===== src/rtl/alu_arbiter_if.sv =====
// Bus bundle between two ALU requesters, the arbiter, the shared combinational ALU and the
// response consumer. The slave modport is the arbiter's view.
interface alu_arbiter_if #(
  parameter int WIDTH = 32,
  parameter int OPW   = 4
);
  logic             req0_valid;
  logic             req0_ready;
  logic [OPW-1:0]   req0_op;
  logic [WIDTH-1:0] req0_a;
  logic [WIDTH-1:0] req0_b;

  logic             req1_valid;
  logic             req1_ready;
  logic [OPW-1:0]   req1_op;
  logic [WIDTH-1:0] req1_a;
  logic [WIDTH-1:0] req1_b;

  logic [OPW-1:0]   alu_op;
  logic [WIDTH-1:0] alu_a;
  logic [WIDTH-1:0] alu_b;
  logic [WIDTH-1:0] alu_out;

  logic             rsp_valid;
  logic             rsp_id;
  logic [WIDTH-1:0] rsp_data;
  logic             rsp_ready;

  modport slave (
    input  req0_valid, req0_op, req0_a, req0_b,
    input  req1_valid, req1_op, req1_a, req1_b,
    input  alu_out, rsp_ready,
    output req0_ready, req1_ready,
    output alu_op, alu_a, alu_b,
    output rsp_valid, rsp_id, rsp_data
  );

  modport master (
    output req0_valid, req0_op, req0_a, req0_b,
    output req1_valid, req1_op, req1_a, req1_b,
    output alu_out, rsp_ready,
    input  req0_ready, req1_ready,
    input  alu_op, alu_a, alu_b,
    input  rsp_valid, rsp_id, rsp_data
  );
endinterface


===== src/rtl/alu_arbiter.sv =====
// Two-requester round-robin arbiter in front of a shared combinational ALU, with a single
// registered response slot that can stream one result per cycle.
module alu_arbiter #(
  parameter int WIDTH = 32,
  parameter int OPW   = 4
) (
  input  logic         clock,
  input  logic         reset_n,
  alu_arbiter_if.slave bus
);

  typedef enum logic {EMPTY = 1'b0, FULL = 1'b1} state_t;

  state_t           state;
  state_t           state_nxt;
  logic             pri;
  logic             gnt_vld;
  logic             gnt_id;
  logic             can_accept;
  logic             accept;
  logic [OPW-1:0]   sel_op;
  logic [WIDTH-1:0] sel_a;
  logic [WIDTH-1:0] sel_b;
  logic [WIDTH-1:0] rsp_data_q;
  logic             rsp_id_q;

  // Lone requester wins outright; on contention the priority bit decides.
  always_comb begin
    gnt_vld    = bus.req0_valid | bus.req1_valid;
    gnt_id     = (bus.req0_valid & bus.req1_valid) ? pri : bus.req1_valid;
    can_accept = (state == EMPTY) | bus.rsp_ready;
    accept     = reset_n & gnt_vld & can_accept;
  end

  always_ff @(posedge clock or negedge reset_n) begin
    if (!reset_n) state <= EMPTY;
    else          state <= state_nxt;
  end

  always_comb begin
    state_nxt = state;
    if (accept)                          state_nxt = FULL;
    else if (state == FULL && bus.rsp_ready) state_nxt = EMPTY;
  end

  // ALU operands are forced to zero unless an operation is actually being accepted.
  always_comb begin
    sel_op = '0;
    sel_a  = '0;
    sel_b  = '0;
    if (accept) begin
      if (gnt_id) begin
        sel_op = bus.req1_op;
        sel_a  = bus.req1_a;
        sel_b  = bus.req1_b;
      end else begin
        sel_op = bus.req0_op;
        sel_a  = bus.req0_a;
        sel_b  = bus.req0_b;
      end
    end
    bus.req0_ready = accept & ~gnt_id;
    bus.req1_ready = accept &  gnt_id;
    bus.alu_op     = sel_op;
    bus.alu_a      = sel_a;
    bus.alu_b      = sel_b;
    bus.rsp_valid  = (state == FULL);
    bus.rsp_id     = rsp_id_q;
    bus.rsp_data   = rsp_data_q;
  end

  // Result capture; the non-granted requester becomes favoured after every accept.
  always_ff @(posedge clock or negedge reset_n) begin
    if (!reset_n) begin
      rsp_data_q <= '0;
      rsp_id_q   <= 1'b0;
      pri        <= 1'b0;
    end else if (accept) begin
      rsp_data_q <= bus.alu_out;
      rsp_id_q   <= gnt_id;
      pri        <= ~gnt_id;
    end
  end

endmodule


===== src/flat_wrapper.sv =====
// flat-port wrapper written by rule: the top's interface ports become plain ports
module alu_arbiter_flat 
#(
  parameter int WIDTH = 32,
  parameter int OPW   = 4
)
  (clock, reset_n, bus_req0_valid, bus_req0_op, bus_req0_a, bus_req0_b, bus_req1_valid, bus_req1_op, bus_req1_a, bus_req1_b, bus_alu_out, bus_rsp_ready, bus_req0_ready, bus_req1_ready, bus_alu_op, bus_alu_a, bus_alu_b, bus_rsp_valid, bus_rsp_id, bus_rsp_data);
  alu_arbiter_if #(.WIDTH(WIDTH), .OPW(OPW)) bus_i ();
  input  logic clock;
  input  logic reset_n;
  input wire logic [$bits(bus_i.req0_valid)-1:0] bus_req0_valid;
  input wire logic [$bits(bus_i.req0_op)-1:0] bus_req0_op;
  input wire logic [$bits(bus_i.req0_a)-1:0] bus_req0_a;
  input wire logic [$bits(bus_i.req0_b)-1:0] bus_req0_b;
  input wire logic [$bits(bus_i.req1_valid)-1:0] bus_req1_valid;
  input wire logic [$bits(bus_i.req1_op)-1:0] bus_req1_op;
  input wire logic [$bits(bus_i.req1_a)-1:0] bus_req1_a;
  input wire logic [$bits(bus_i.req1_b)-1:0] bus_req1_b;
  input wire logic [$bits(bus_i.alu_out)-1:0] bus_alu_out;
  input wire logic [$bits(bus_i.rsp_ready)-1:0] bus_rsp_ready;
  output wire logic [$bits(bus_i.req0_ready)-1:0] bus_req0_ready;
  output wire logic [$bits(bus_i.req1_ready)-1:0] bus_req1_ready;
  output wire logic [$bits(bus_i.alu_op)-1:0] bus_alu_op;
  output wire logic [$bits(bus_i.alu_a)-1:0] bus_alu_a;
  output wire logic [$bits(bus_i.alu_b)-1:0] bus_alu_b;
  output wire logic [$bits(bus_i.rsp_valid)-1:0] bus_rsp_valid;
  output wire logic [$bits(bus_i.rsp_id)-1:0] bus_rsp_id;
  output wire logic [$bits(bus_i.rsp_data)-1:0] bus_rsp_data;
  assign bus_i.req0_valid = bus_req0_valid;
  assign bus_i.req0_op = bus_req0_op;
  assign bus_i.req0_a = bus_req0_a;
  assign bus_i.req0_b = bus_req0_b;
  assign bus_i.req1_valid = bus_req1_valid;
  assign bus_i.req1_op = bus_req1_op;
  assign bus_i.req1_a = bus_req1_a;
  assign bus_i.req1_b = bus_req1_b;
  assign bus_i.alu_out = bus_alu_out;
  assign bus_i.rsp_ready = bus_rsp_ready;
  assign bus_req0_ready = bus_i.req0_ready;
  assign bus_req1_ready = bus_i.req1_ready;
  assign bus_alu_op = bus_i.alu_op;
  assign bus_alu_a = bus_i.alu_a;
  assign bus_alu_b = bus_i.alu_b;
  assign bus_rsp_valid = bus_i.rsp_valid;
  assign bus_rsp_id = bus_i.rsp_id;
  assign bus_rsp_data = bus_i.rsp_data;
  alu_arbiter #(.WIDTH(WIDTH), .OPW(OPW)) u_core (.clock(clock), .reset_n(reset_n), .bus(bus_i));
endmodule

===== config.mk =====
export PLATFORM = sky130hd
export DESIGN_NAME = alu_arbiter_flat
export DESIGN_NICKNAME = d
export VERILOG_FILES = /design/src/rtl/alu_arbiter_if.sv /design/src/rtl/alu_arbiter.sv /design/src/flat_wrapper.sv
export SDC_FILE = /design/constraint.sdc
export NUM_CORES = 1
export LEC_CHECK = 0
export BUFFER_PORTS_ARGS = -buffer_cell sky130_fd_sc_hd__buf_2
export CAP_MARGIN = 20
export CORE_AREA = 3 3 108 110
export CTS_CLUSTER_SIZE = 25
export DETAILED_ROUTE_END_ITERATION = 8
export DIE_AREA = 0 0 111 113
export SETUP_SLACK_MARGIN = 0.15
export SYNTH_ARGS = -nofsm -noshare
export SYNTH_HDL_FRONTEND = slang
export SYNTH_SLANG_ARGS = --single-unit

===== constraint.sdc =====
create_clock -name clock -period 1.6 [get_ports clock]
set_clock_uncertainty 0.05 [all_clocks]
set_input_delay 0.32 -clock clock [delete_from_list [all_inputs] [get_ports clock]]
set_output_delay 0.32 -clock clock [all_outputs]
set_load 0.005 [all_outputs]

# Word-level counts from Yosys, hierarchy flattened
# Cells that the tools add are included.
dict set report totals {
  word_cells 24
  regBits 35
  input_bits 173
  out_inout_bits 104
}
dict set report op_classes {
  bitwise_logic 9
  reduce_logical 2
  muxes 9
}
# cell count
set op_table {}
lappend op_table {{two-way mux 32 bit} 4}
lappend op_table {{two-way mux 4 bit} 2}
lappend op_table {{AND 1 bit} 5}
lappend op_table {{two-way mux 1 bit} 3}
lappend op_table {{NOT 1 bit} 2}
lappend op_table {{bitwise OR 1 bit} 2}
lappend op_table {{nonzero test 2 bit} 1}
lappend op_table {{logical AND 1 bit} 1}

# Depth between registers and ports, before layout
dict set report logic_depth {
  ltp_word 4
  depth_mapped 5
  depth_no_buf 3
}

# Worst setup path after synthesis
# Ideal clock, no wire load.
dict set report synth_path {
  path_type {register to output}
  start {register u_core.state, in the netlist u_core.bus.rsp_valid}
  end {output bus_alu_a[25]}
  setup_slack_ps 102
  stages_incl_launch_ff 6
  n_path_buf 2
  t_arrival_ps 1128
  t_required_ps 1230
  cell_sequence {dfrtp_1 -> nand2b_4 -> o2111a_1 -> buf_2 -> buf_2 -> a22o_1}
}
dict set report synth_via {
  elab_chain_cells 4
}
# item line_no
set synth_rtl {}
lappend synth_rtl {{start: declaration} alu_arbiter.sv:14} ;# state_t state;
lappend synth_rtl {{start signal: assignment} alu_arbiter.sv:37} ;# else state <= state_nxt;
lappend synth_rtl {{NOT 1 bit} alu_arbiter.sv:31} ;# can_accept = (state == EMPTY) | bus.rsp_ready;
lappend synth_rtl {{bitwise OR 1 bit} alu_arbiter.sv:31}
lappend synth_rtl {{AND 1 bit} alu_arbiter.sv:32} ;# accept = reset_n & gnt_vld & can_accept;
lappend synth_rtl {{two-way mux 32 bit} alu_arbiter.sv:51} ;# if (accept) begin
lappend synth_rtl {{end: declaration} flat_wrapper.sv:24} ;# output wire logic [$bits(bus_i.alu_a)-1:0] bus_alu_a;
# No other way between the ends.

# Worst setup path after layout
dict set report layout_path {
  start {register u_core.pri}
  end {output bus_alu_a[12]}
}
dict set report layout_via {
  elab_chain_cells 3
}
# item line_no
set layout_rtl {}
lappend layout_rtl {{start: declaration} alu_arbiter.sv:16} ;# logic pri;
lappend layout_rtl {{start signal: assignment} alu_arbiter.sv:81} ;# pri <= ~gnt_id;
lappend layout_rtl {{two-way mux 1 bit} alu_arbiter.sv:30} ;# gnt_id = (bus.req0_valid & bus.req1_valid) ? pri : bus.req1_valid;
lappend layout_rtl {{two-way mux 32 bit} alu_arbiter.sv:52} ;# if (gnt_id) begin
lappend layout_rtl {{two-way mux 32 bit} alu_arbiter.sv:51}
# No other way between the ends.

==> metrics.yaml <==
run_status:
  outcome: "finished with violations"
  violations: "negative setup slack"
drt:
  routed_via_density: 4.37
  drcViolationCount: 0
  drtIter0Drc: 107
  num_vias: 2628
  drtPass1Iterations: 4
  ant_nets: 0
  avgRoutedWirePerCell_um: 15.5
  routed_wl_mm: 9.29
floorplan:
  start_util_pct: 20.3
  dieArea_um2: 12500
  die_w_um: 111
  row_count: 38
  die_h_um: 113
  pin_count: 277
  fp.coreArea_um2: 10800
pwr:
  power_switching_mw: 0.829
  p_total_mw: 2.93
  p_leak_nw: 2.36
  switching_share_pct: 28.3
  comb_power_share_pct: 40.6
  vdd_drop_max_mv: 0.294
  p_clk_share_pct: 21.0
  pwr_density_cell_nw_per_um2: 716
  seq_power_share_pct: 38.5
  p_int_mw: 2.10
sta:
  hold_ws_ns: 0.0827
  drv_slew: 0
  finalSetupViolCount: 70
  hold_viol: 0
  tns_ns: -22.66
  rsz0062_at_grt: "yes"
  max_freq_mhz: 510
  slew_headroom_pct: 72.7
  fin_ws_ns: -0.361
  tightest_slew_ns: 0.410
  layout_min_cycle_time_ns: 1.96
  fin_crit_sh_pct: 123
final_layout:
  num-nets-final: 633
  syn2layout_area_growth_pct: 86.4
  final_common_cell: "buf_2"
  drive_above_1_share_pct: 76.1
  layout_common_cells: "275 x buf_2, 68 x a22o_1, 35 x dfrtp_1, 31 x mux2_4, 16 x buf_4"
  antenna_cells: 0
  instances_no_fill: 601
placed_design:
  hpwlAfterDp_mm: 7.49
  port_buffers: 276
  dp_cells: 584
  gp_congestion: 0.827
logic_synthesis:
  netlist-cell-type-count: 14
  netlist_area_um2: 2190
  yosysSeqAreaShare_pct: 39.9
  syn_area_per_cell_um2: 13.3
  synth_fp_nets: 338
  ys_ff_latch: 35
  netlist_instances: 165
  yosysWarnings: 0
clock_tree:
  cts_buffers: 5
  root_buffer: "clkbuf_8"
  cts_tree: "yes"
  cts_max_level: 2
  cts_buffer_depth: 2
  insertion_delay_ns: 0.27
  clock-sinks: 35
  cts.clk_slew.worst_paths_ns: 0.07
global_route:
  grt_pass1_vias: 2648
  track_usage_pct: 13.4
  grt.overflow.total: 0
  grt_pass1_wl_mm: 13.7
  grt_max_degree: 55
  antenna_found_initial: 0
worst_hold_path:
  hp-class: "input pin to async pin"
critical_path:
  path_class: "flip-flop to output port"
  rr_startpoint: "u_core.bus.rsp_valid$_DFFE_PN0P_"
  startpoint_type: "flip-flop"
  cp.arrival_ns: 1.59
  path_max_fanout: 12
  end_kind: "output port"
  critPathRequiredTime_ns: 1.23
  crit_start: "u_core.pri$_DFFE_PN0P_"
flow_run:
  max_cap_viol_count: 0
==> worst paths after layout <==
kind                                                             to  slack [ns]  cells after the start
worst max-delay path                                  bus_alu_a[12]       -0.36                      5
worst min-delay path            u_core.bus.rsp_data[21]$_DFFE_PN0P_        0.08                      2
worst max register to register  u_core.bus.rsp_data[12]$_DFFE_PN0P_        0.20                      5
worst min register to register   u_core.bus.rsp_data[5]$_DFFE_PN0P_        0.46                      1
max in group asynchronous          u_core.bus.rsp_valid$_DFFE_PN0P_        0.94                      3
min in group clock              u_core.bus.rsp_data[23]$_DFFE_PN0P_        0.22                      2
==> stage by stage <==
stage | util [%] | setup slack (ns) | instance area (µm²)
3_5_place_dp | 35.2 | -0.134 | 3800
2_1_floorplan | - | 0.129 | 2210
4_1_cts | 36.9 | -0.381 | 3990
5_1_grt | 37.9 | -0.435 | 4090
6_report | 37.9 | -0.361 | 4090
3_3_place_gp | 35.2 | -0.145 | 3800
==> timing repair <==
item,CTS,global route
gates cloned,1,3
buffers inserted,1,2
endpoints found under the setup margin,75,102
endpoints found under the hold margin,3,0
hold buffers,2,0
gates resized for setup,12,3
==> synthesized netlist by cell type <==
library cell / instances / area [µm²]
o21ba_2: 2 / 20.0
a22o_1: 68 / 596
buf_2: 7 / 35.0
o21ai_1: 1 / 5.00
nor2b_1: 1 / 6.26
mux2_4: 28 / 420
buf_6: 13 / 146
nand2b_4: 1 / 13.8
inv_1: 1 / 3.75
and4_1: 1 / 8.76
o2111a_1: 1 / 11.3
nand2_1: 2 / 7.51
mux2_2: 4 / 45.0
dfrtp_1: 35 / 876
==> sequential cells by signal (all words and copies together) (netlist names) <==
signal	flops
u_core.bus.rsp_valid	1
u_core.bus.rsp_data	32
u_core.pri	1
u_core.bus.rsp_id	1
==> per-layer routing <==
metal / track usage [%] / vias to the layer above / wire length, µm
li1: - / 1249 / -
met1: 17.6 / 1233 / 3820
met4: 2.22 / 0 / 49
met3: 3.74 / 4 / 760
met5: 0 / - / 0
met2: 22.5 / 142 / 4660
==> worst max-delay path, cell delays in order, from the launching register on <==
cell and delay (ns):
dfrtp_1 0.41, o2111a_2 0.29, buf_12 0.15, clkbuf_16 0.16, a22o_1 0.17, buf_2 0.13
==> layout make-up <==
cell class / count / area, µm²
flip-flops and latches: 35 / 876
repair buffers: 308 / 1790
well taps: 140 / 175
inverters: 1 / 3.75
fillers: 1091 / 6700
clock buffers: 6 / 72.6
multi-input cells: 109 / 1160
clock inverters: 2 / 12.5
==> power by group through the flow <==
| stage | Sequential (mW) | Combinational [mW] | Clock (mW) |
|---|---|---|---|
| after floorplan | 1.15 | 0.505 | 0 |
| after global placement | 1.14 | 1.11 | 0 |
| after detailed placement | 1.14 | 1.12 | 0 |
| after CTS | 1.13 | 1.16 | 0.652 |
| after global routing | 1.15 | 1.29 | 0.692 |
| final | 1.13 | 1.19 | 0.614 |
==> kinds of logic after synthesis <==
logic type | synth area share, %
compound gates | 28.8
mux | 21.2
simple gates | 1.65
flops | 39.9
buf+inv | 8.44
(Power assumes the default switching activity.)
